### config.mk
export PLATFORM = sky130hd
export DESIGN_NAME = rally_ctrl
export DESIGN_NICKNAME = d
export VERILOG_FILES = /design/src/rtl/pong_pkg.sv /design/src/rtl/rally_bounce.sv /design/src/rtl/rally_ctrl.sv
export SDC_FILE = /design/constraint.sdc
export NUM_CORES = 1
export LEC_CHECK = 0
export CAP_MARGIN = 25
export CELL_PAD_IN_SITES_DETAIL_PLACEMENT = 0
export CELL_PAD_IN_SITES_GLOBAL_PLACEMENT = 2
export CORE_MARGIN = 10
export CORE_UTILIZATION = 35
export CTS_BUF_LIST = sky130_fd_sc_hd__clkbuf_4
export DETAILED_ROUTE_END_ITERATION = 7
export PLACE_DENSITY_LB_ADDON = 0.2
export RECOVER_POWER = 100
export SLEW_MARGIN = 0
export SYNTH_ARGS = -nofsm -noshare
export SYNTH_HDL_FRONTEND = slang
export SYNTH_HIERARCHICAL = 1
export SYNTH_SLANG_ARGS = --single-unit
export TNS_END_PERCENT = 100
### constraint.sdc
create_clock -name clk -period 23.2 [get_ports clk]
set_input_delay 4.64 -clock clk [delete_from_list [all_inputs] [get_ports clk]]
set_output_delay 4.64 -clock clk [all_outputs]
set_load 0.02 [all_outputs]
### src/rtl/pong_pkg.sv
// Shared rally types: FSM states, playfield geometry and theta helpers.
// Theta is a 6-bit angle; 0 points right, 16 down, 32 left, 48 up.
package pong_pkg;

  typedef enum logic [2:0] {
    IDLE,
    SERVE,
    PLAY,
    POINT,
    OVER
  } state_e;

  localparam int THETA_WIDTH = 6;
  localparam int FIELD_W     = 16;
  localparam int FIELD_H     = 8;

  typedef logic [THETA_WIDTH-1:0] theta_t;

  localparam theta_t DIR_RIGHT = 6'd0;
  localparam theta_t DIR_LEFT  = 6'd32;

  function automatic logic is_right(theta_t t);
    return (t < 6'd16) || (t >= 6'd48);
  endfunction

  function automatic logic is_left(theta_t t);
    return (t >= 6'd17) && (t <= 6'd47);
  endfunction

  function automatic logic is_down(theta_t t);
    return (t >= 6'd1) && (t <= 6'd31);
  endfunction

  function automatic logic is_up(theta_t t);
    return t >= 6'd33;
  endfunction

endpackage

### src/rtl/rally_bounce.sv
// Combinational ball deflection: wall reflection, paddle hit with
// edge steering and angle clamp, plus miss detection.
module rally_bounce
  import pong_pkg::*;
#(
  parameter int PADDLE_H = 3
) (
  input  logic [THETA_WIDTH-1:0] theta_i,
  input  logic [3:0]             ball_x,
  input  logic [3:0]             ball_y,
  input  logic [3:0]             paddle_l,
  input  logic [3:0]             paddle_r,
  output logic [THETA_WIDTH-1:0] theta_o,
  output logic                   hit_o,
  output logic                   miss_l_o,
  output logic                   miss_r_o
);

  theta_t     theta_w;
  theta_t     base;
  theta_t     off;
  theta_t     res;
  logic [4:0] top;
  logic [4:0] bot;
  logic [4:0] y5;
  logic       hit_l;
  logic       hit_r;

  always_comb begin
    theta_w = theta_i;
    if ((ball_y == 4'(FIELD_H - 1) && is_down(theta_i)) ||
        (ball_y == 4'd0 && is_up(theta_i)))
      theta_w = 6'd0 - theta_i;

    hit_l    = (ball_x == 4'd1) && is_left(theta_w);
    hit_r    = (ball_x == 4'(FIELD_W - 2)) && is_right(theta_w);
    miss_l_o = (ball_x == 4'd0) && is_left(theta_w);
    miss_r_o = (ball_x == 4'(FIELD_W - 1)) && is_right(theta_w);

    // 5-bit window so a paddle near row 15 cannot wrap to row 0
    top   = hit_r ? {1'b0, paddle_r} : {1'b0, paddle_l};
    bot   = top + 5'(PADDLE_H - 1);
    y5    = {1'b0, ball_y};
    hit_o = (hit_l || hit_r) && (y5 >= top) && (y5 <= bot);

    // upward steer is +4 on a leftward result, -4 on a rightward one
    base = DIR_LEFT - theta_w;
    off  = 6'd0;
    if (y5 == top)
      off = hit_r ? 6'd4 : 6'd60;
    else if (y5 == bot)
      off = hit_r ? 6'd60 : 6'd4;
    res = base + off;

    theta_o = theta_w;
    if (hit_o) begin
      if (hit_r) begin
        if (res < 6'd20)
          theta_o = 6'd20;
        else if (res > 6'd44)
          theta_o = 6'd44;
        else
          theta_o = res;
      end else begin
        if (res > 6'd12 && res < 6'd32)
          theta_o = 6'd12;
        else if (res >= 6'd32 && res < 6'd52)
          theta_o = 6'd52;
        else
          theta_o = res;
      end
    end
  end

endmodule

### src/rtl/rally_ctrl.sv
// Pong rally controller: serve, play, scoring and game-over sequencing.
// Define RALLY_SPEEDUP_EN to speed the ball up on every paddle hit.
module rally_ctrl
  import pong_pkg::*;
#(
  parameter int PADDLE_H    = 3,
  parameter int SPEED_INIT  = 4,
  parameter int SPEED_MAX   = 15,
  parameter int HOLD_CYCLES = 250,
  parameter int WIN_SCORE   = 9
) (
  input  logic                   clk,
  input  logic                   reset,
  input  logic                   start,
  input  logic [3:0]             ball_x,
  input  logic [3:0]             ball_y,
  input  logic [3:0]             paddle_l,
  input  logic [3:0]             paddle_r,
  output logic [THETA_WIDTH-1:0] theta,
  output logic signed [4:0]      speed,
  output logic                   ball_rst,
  output logic [3:0]             score_l,
  output logic [3:0]             score_r,
  output logic                   game_over
);

  localparam int HOLD_W = (HOLD_CYCLES > 1) ? $clog2(HOLD_CYCLES) : 1;
  localparam logic signed [4:0] SPD_SERVE =
    5'((SPEED_INIT > SPEED_MAX) ? SPEED_MAX : SPEED_INIT);
  localparam logic [3:0] WIN = 4'(WIN_SCORE);

  state_e            state_q, state_d;
  theta_t            theta_q, theta_d;
  theta_t            serve_q, serve_d;
  theta_t            bounce_theta;
  logic signed [4:0] speed_q, speed_d;
  logic              ball_rst_q, ball_rst_d;
  logic              over_q, over_d;
  logic [3:0]        score_l_q, score_l_d;
  logic [3:0]        score_r_q, score_r_d;
  logic [HOLD_W-1:0] hold_q, hold_d;
  logic              hit;
  logic              miss_l;
  logic              miss_r;

  rally_bounce #(
    .PADDLE_H(PADDLE_H)
  ) u_bounce (
    .theta_i (theta_q),
    .ball_x  (ball_x),
    .ball_y  (ball_y),
    .paddle_l(paddle_l),
    .paddle_r(paddle_r),
    .theta_o (bounce_theta),
    .hit_o   (hit),
    .miss_l_o(miss_l),
    .miss_r_o(miss_r)
  );

  always_comb begin
    state_d    = state_q;
    theta_d    = theta_q;
    serve_d    = serve_q;
    speed_d    = speed_q;
    ball_rst_d = ball_rst_q;
    over_d     = over_q;
    score_l_d  = score_l_q;
    score_r_d  = score_r_q;
    hold_d     = hold_q;

    unique case (state_q)
      IDLE: begin
        speed_d    = '0;
        ball_rst_d = 1'b1;
        if (start) begin
          state_d = SERVE;
          theta_d = serve_q;
          speed_d = SPD_SERVE;
        end
      end
      SERVE: begin
        state_d    = PLAY;
        ball_rst_d = 1'b0;
      end
      PLAY: begin
        theta_d = bounce_theta;
        if (miss_l || miss_r) begin
          state_d = POINT;
          speed_d = '0;
          hold_d  = '0;
          if (miss_l) begin
            if (score_r_q < WIN)
              score_r_d = score_r_q + 4'd1;
            serve_d = DIR_LEFT;
          end else begin
            if (score_l_q < WIN)
              score_l_d = score_l_q + 4'd1;
            serve_d = DIR_RIGHT;
          end
        end
`ifdef RALLY_SPEEDUP_EN
        else if (hit && (speed_q < 5'(SPEED_MAX)))
          speed_d = speed_q + 5'sd1;
`endif
      end
      POINT: begin
        speed_d = '0;
        if (hold_q == HOLD_W'(HOLD_CYCLES - 1)) begin
          hold_d     = '0;
          ball_rst_d = 1'b1;
          if (score_l_q == WIN || score_r_q == WIN) begin
            state_d = OVER;
            over_d  = 1'b1;
          end else begin
            state_d = SERVE;
            theta_d = serve_q;
            speed_d = SPD_SERVE;
          end
        end else begin
          hold_d = hold_q + HOLD_W'(1);
        end
      end
      OVER: begin
        speed_d = '0;
        over_d  = 1'b1;
        if (start) begin
          state_d    = SERVE;
          over_d     = 1'b0;
          score_l_d  = '0;
          score_r_d  = '0;
          theta_d    = serve_q;
          speed_d    = SPD_SERVE;
          ball_rst_d = 1'b1;
        end
      end
      default: state_d = IDLE;
    endcase
  end

  always_ff @(posedge clk) begin
    if (reset) begin
      state_q    <= IDLE;
      theta_q    <= '0;
      serve_q    <= DIR_RIGHT;
      speed_q    <= '0;
      ball_rst_q <= 1'b1;
      over_q     <= 1'b0;
      score_l_q  <= '0;
      score_r_q  <= '0;
      hold_q     <= '0;
    end else begin
      state_q    <= state_d;
      theta_q    <= theta_d;
      serve_q    <= serve_d;
      speed_q    <= speed_d;
      ball_rst_q <= ball_rst_d;
      over_q     <= over_d;
      score_l_q  <= score_l_d;
      score_r_q  <= score_r_d;
      hold_q     <= hold_d;
    end
  end

  assign theta     = theta_q;
  assign speed     = speed_q;
  assign ball_rst  = ball_rst_q;
  assign score_l   = score_l_q;
  assign score_r   = score_r_q;
  assign game_over = over_q;

endmodule

* Word level (Yosys, flattened, before mapping)
Cells that the tools add are included.
Storage, ports and cells: register bits 38, input port bits 19, output and inout port bits 21, logic and storage cells 137
Cells by class: add/subtract/negate cells 7, order comparisons 17, eq/ne operators 23, mux-type cells 46, reductions and logical operators 35
Operators with widths (number):
- 6-bit two-way mux | 15
- 4-bit two-way mux | 8
- 3-bit two-way mux | 7
- 6-bit >= comparator (second input constant) | 3
- 2-bit != test (second input constant) | 9
- 6-bit one-hot mux with 3 select lines | 1
- 4-bit == test (second input constant) | 4
- 8-bit two-way mux | 2
- 4-bit one-hot mux with 2 select lines | 2
- 8-bit one-hot mux with 2 select lines | 1
- 5-bit one-hot mux with 3 select lines | 1
- 1-bit logical AND | 12
- 6-bit by 5-bit less-than comparator with 1-bit output (second input constant) | 2
- 6-bit less-than comparator (second input constant) | 2
- 3-bit one-hot mux with 4 select lines | 1
- 4-bit by 5-bit == test with 1-bit output | 2
- 5-bit AND reduction | 2
- 3-bit AND reduction | 3
- 4-bit by 1-bit adder with 4-bit output (second input constant) | 2
- 8-bit by 1-bit adder with 8-bit output (second input constant) | 1
- 8-bit == test (second input constant) | 1
- 4-bit logical NOT | 2
- 4-bit less-than comparator (second input constant) | 2
- 6-bit adder | 1
- other kinds (29) | 42

* Longest topological paths before layout
depth after elaboration 21, gate-level depth with buffers 30, mapped depth without buffers 30

* Modules after synthesis
The synthesis kept the hierarchy.
By module, submodules not included:
- rally_ctrl | instances 1, cells each 197, area an instance 1632.8 µm², seq. area each 580.6 µm²
- rally_bounce | instances 1, cells each 119, area an instance 964.7 µm², seq. area each 0.0 µm²

* Worst setup path after synthesis
Ideal clock, no wire load.
path type input -> register, start point input ball_y[0], end point register theta_q[1] (netlist: theta[1]), setup time 0.072 ns, arrival 10.546 ns, required time 23.128 ns, setup slack 12.582 ns, cell stages on the path 27, path buffers 0, cells stage by stage or4b_4 a221o_1 a21oi_1 xnor2_1 inv_1 ha_1 nand4_1 nor2_2 mux2_2 ha_1 xor2_1 ha_1 and4_1 and2_1 nand2_1 o21ai_0 ha_1 ha_1 a21o_1 a21oi_1 xnor2_1 xnor2_2 xnor2_1 or4_1 a31oi_1 nand2_1 mux2i_1
Between the ends: word-level cells in the longest chain between the ends 20, elaborated cells on any way between the ends 44
Ends and longest elaborated chain:
- start, declared | line rally_ctrl.sv:16 | input logic [3:0] ball_y,
- 4-bit by 3-bit == test with 1-bit output / 4-bit logical NOT (equally long branches) | line rally_bounce.sv:31, rally_bounce.sv:32
- 1-bit logical AND (on tied branches) | line rally_bounce.sv:31, rally_bounce.sv:32
- 1-bit logical OR | line rally_bounce.sv:31 | if ((ball_y == 4'(FIELD_H - 1) && is_down(theta_i)) ||
- 6-bit two-way mux | line rally_bounce.sv:31
- 6-bit by 5-bit less-than comparator with 1-bit output / 6-bit >= comparator (equally long branches) | line pong_pkg.sv:23 | return (t < 6'd16) || (t >= 6'd48);
- 1-bit logical OR | line pong_pkg.sv:23
- 1-bit logical AND | line rally_bounce.sv:36 | hit_r = (ball_x == 4'(FIELD_W - 2)) && is_right(theta_w);
- 4-bit two-way mux | line rally_bounce.sv:41 | top = hit_r ? {1'b0, paddle_r} : {1'b0, paddle_l};
- [... 5 more ...]
- 6-bit >= comparator / 6-bit less-than comparator (equally long branches) | line rally_bounce.sv:67 | else if (res >= 6'd32 && res < 6'd52)
- 1-bit logical AND | line rally_bounce.sv:67
- 6-bit two-way mux | line rally_bounce.sv:67
- 6-bit two-way mux | line rally_bounce.sv:65 | if (res > 6'd12 && res < 6'd32)
- 6-bit two-way mux | line rally_bounce.sv:57 | if (hit_r) begin
- 6-bit two-way mux * | line rally_bounce.sv:56 | if (hit_o) begin
- via bounce_theta[1] | line rally_ctrl.sv:35 | theta_t bounce_theta;
- 6-bit one-hot mux with 3 select lines * | line rally_ctrl.sv:71 | unique case (state_q)
- end signal, assigned | line rally_ctrl.sv:153 | theta_q <= theta_d;
- end, declared | line rally_ctrl.sv:33 | theta_t theta_q, theta_d;
The timed path passes the listed nets; every way through them passes the cells marked *. A chain may end at the register's enable or synchronous reset.

* Worst setup path after layout
start point input ball_y[1], end point register theta_q[1] (netlist: theta[1])
The elaborated chain is that of the path after synthesis.

==> qor.csv <==
stage;metric;value;unit
synthesis;syn_area_per_cell;8.22;um2
setup_path;critical path capture point type;flip-flop;
setup_path;reg2reg start;theta[5];
route;Detail Route Antenna Nets;0;
finish;FF/Latch Area;581;um2
job;Max-cap violations;0;
route;1st-iter DRT viols;60;
route;Vias/cell;5.20;
sta;fin worst setup slack;11.33;ns
setup_path;worst-path fanout max;9;
power;Pleak;1.17;nW
route;post-DR wirelength/cell;15.2;um
worst_hold_path;hold depth;2;
global_routing;pin count of the biggest net entering global routing;32;
clocking;clk sink count;29;
die;Die H;106;um
sta;min Tclk post-route;11.87;ns
route;total wire length;6840;um
synthesis;Async SR Flop Fraction;0;%
clocking;hold_buf cts;0;
sta;worst relative slew slack;12.6;%
clocking;post-CTS setup buffers;0;
setup_path;flop2flop setup slack;15.83;ns
setup_path;Critical Path RT;23.47;ns
finish;share of cells above drive strength 1;5.43;%
finish;area occupied by multi-input gates;1860;um2
clocking;CTS H-tree lvls;2;
setup_path;crit start category;input pin;
sta;RSZ-0062 raised after global routing;no;
synthesis;Yosys reg bits;29;
die;Initial Util;35.8;%
sta;Final setup viols;0;
sta;fin. max-slew vios;0;
placed_design;port bufs;35;
synthesis;library cells used by synthesis;64;
route;1st-pass router iterations;4;
clocking;Clock Pin Slew Worst Setup and Hold Paths;0.10;ns
power;pwr dens;39.9;nW/um2
global_routing;initial antenna violation count;0;
synthesis;EDFF count, synth;0;
setup_path;Worst Reg-to-Reg Cells;26;
die;Die Width;106;um
synthesis;Synth Cell Area;2600;um2
global_routing;grt ovf;0;
finish;Synth-to-Final Area Change;17.1;%
global_routing;first-pass GRT wire length;11500;um
synthesis;post-synthesis sequential area ratio;22.4;%
synthesis;Synth top area share;22.4;%
sta;Sum Neg Setup Slack;0;ns
clocking;Clock Latency Late Sink;0.33;ns
finish;diode count;0;
clocking;total CTS buffers;5;
global_routing;vias in the first global route;2316;
die;Die ar.;11300;um2
die;Rows;31;
synthesis;area leader, netlist;dfxtp_1;
sta;Final Hold Vio Count;0;
run_status;status;complete, no violations;
die;num ports;40;
clocking;CTS tree;built;
sta;max frequency;84.3;MHz
worst_hold_path;HP Class;reg2reg;
clocking;Post-CTS Resized;0;
route;Vias;2333;
synthesis;Primary FF master, synth;dfxtp_1;
finish;Post-layout nets;396;
setup_path;Critical Path AT;12.13;ns
clocking;CTS Root Buffer Type;clkbuf_4;
synthesis;Ys Warns;6;
placed_design;Post-DP HPWL;5390;um
finish;Layout fillers;774;
synthesis;Syn Inst Count;316;
setup_path;worst r2r dst;theta[1];
worst_hold_path;worst hold start;game_over;
sta;Hold WS;0.455;ns
placed_design;Setup Slack @ Placement;11.54;ns
route;drc violations;0;
setup_path;Crit Path Class;in2reg;
sta;Clock Skew;0.0104;ns
synthesis;Synth area leaders;dfxtp_1 22%, ha_1 13%, mux2i_1 5.4%;
global_routing;gr usage total;12.2;%
sta;Tcrit/Tclk final;51.1;%
worst_hold_path;hold path endpoint;game_over;
die;total core area;7250;um2
placed_design;routability congestion estimate;0.822;
power;VDD IR max;0.0000341;V
clocking;clk buf depth;2;
sta;actual slew at the worst max-slew pin;1.31;ns
power;Power Total;0.121;mW
power by group:
part / switching (mW) / internal [mW]
Clock: 0.0187 / 0.0127
Sequential: 0.00135 / 0.0506
Combinational: 0.0209 / 0.0172
Total: 0.0410 / 0.0804
Yosys cell counts (2+ instances only):
library cell and instances:
a211oi_1 4, a21o_1 2, a21oi_1 24, a311oi_1 6
a31oi_1 5, and2_1 2, and3_1 2, and3b_1 2
buf_4 5, buf_6 2, clkbuf_1 4, dfxtp_1 29
ha_1 28, inv_1 19, mux2_2 3, mux2i_1 14
nand2_1 27, nand2_2 2, nand2b_1 11, nand3_1 12
nand4_1 3, nand4b_1 3, nor2_1 25, nor2b_1 9
nor3_1 6, nor3b_1 4, o211ai_1 3, o21ai_0 9
or3_1 4, or4_1 3, xnor2_1 8, xor2_1 4
layout make-up:
type	count	share of cell area (%)
Multi-Input combinational cell	258	61.0
Tap cell	99	4.07
Clock inverter	2	0.329
Timing Repair Buffer	36	11.6
Clock buffer	6	1.48
Sequential cell	29	19.1
Inverter	19	2.35
metal layers:
layer  GRT usage (%)  vias up  part of all wire, %
met3            2.54        6                  3.4
li1                -     1200                    -
met1            15.2     1095                   47
met4            3.38        0                  1.0
met5               0        -                    0
met2            20.6       32                   48
state kept, by name, summed over array words and instances, names as in the netlist:
name	count
ball_rst	1
score_l	4
score_r	4
game_over	1
state_q	3
speed	1
serve_q	1
theta	6
hold_q	8
worst max-delay path: stages:
cell and delay (ns):
dlygate4sd3_1 0.59, or4b_1 0.60, a221oi_1 0.61, a21boi_0 0.33
nor2_4 0.24, ha_1 0.16, nand4_1 0.12, nor2_1 0.59
mux2_1 0.43, ha_1 0.21, xor2_1 0.16, ha_1 0.33
and4_1 0.22, and2_0 0.16, nand2_1 0.06, o21ai_0 0.21
ha_1 0.32, ha_1 0.34, a21o_1 0.17, a21oi_1 0.17
xnor2_1 0.23, xnor2_2 0.14, xnor2_1 0.21, or4_1 0.52
a31oi_1 0.17, nand2_1 0.06, mux2i_1 0.13
through the flow:
step / cell area, um2 / util, % / instances
after floorplan: 2610 / - / 319
after global placement: 3010 / 41.4 / 441
after detailed placement: 3010 / 41.4 / 441
after CTS: 3060 / 42.2 / 449
after global routing: 3040 / 41.9 / 449
final: 3040 / 41.9 / 449
cell families (layout without fill, tap and decap cells):
kind of cell | after synthesis | after routing | share of synthesized area, %
XOR/XNOR | 13 | 13 | 4.67
buffers and inverters | 32 | 63 | 6.02
multiplexers | 18 | 18 | 7.13
AO/OA/AOI/OAI | 69 | 69 | 19.0
flip-flops | 29 | 29 | 22.4
adder cells (fa/ha/maj) | 29 | 29 | 13.9
AND/OR/NAND/NOR | 125 | 125 | 26.8
other | 1 | 4 | 0.144
how the worst max path moves through the flow:
stage | slack, ns | to | from
floorplan | 12.58 | theta[1] | ball_y[0]
global placement | 11.70 | theta[1] | ball_y[1]
detailed placement | 11.54 | theta[1] | ball_y[1]
CTS | 11.86 | theta[1] | ball_y[1]
global route | 10.90 | theta[2] | ball_y[1]
finish | 11.33 | theta[1] | ball_y[1]
cells in the final DEF, fill, tap and decap left out, types with 8 or more instances in the layout:
master,n
nor2b_1,9
nand2b_1,11
dlygate4sd3_1,19
nand2_1,27
ha_1,28
nand3_1,12
inv_1,19
o21ai_0,9
dfxtp_1,29
mux2i_1,14
a21oi_1,24
nor2_1,26
xnor2_1,8
clkdlybuf4s50_1,16
No activity file was read; power rests on OpenSTA's default activity.
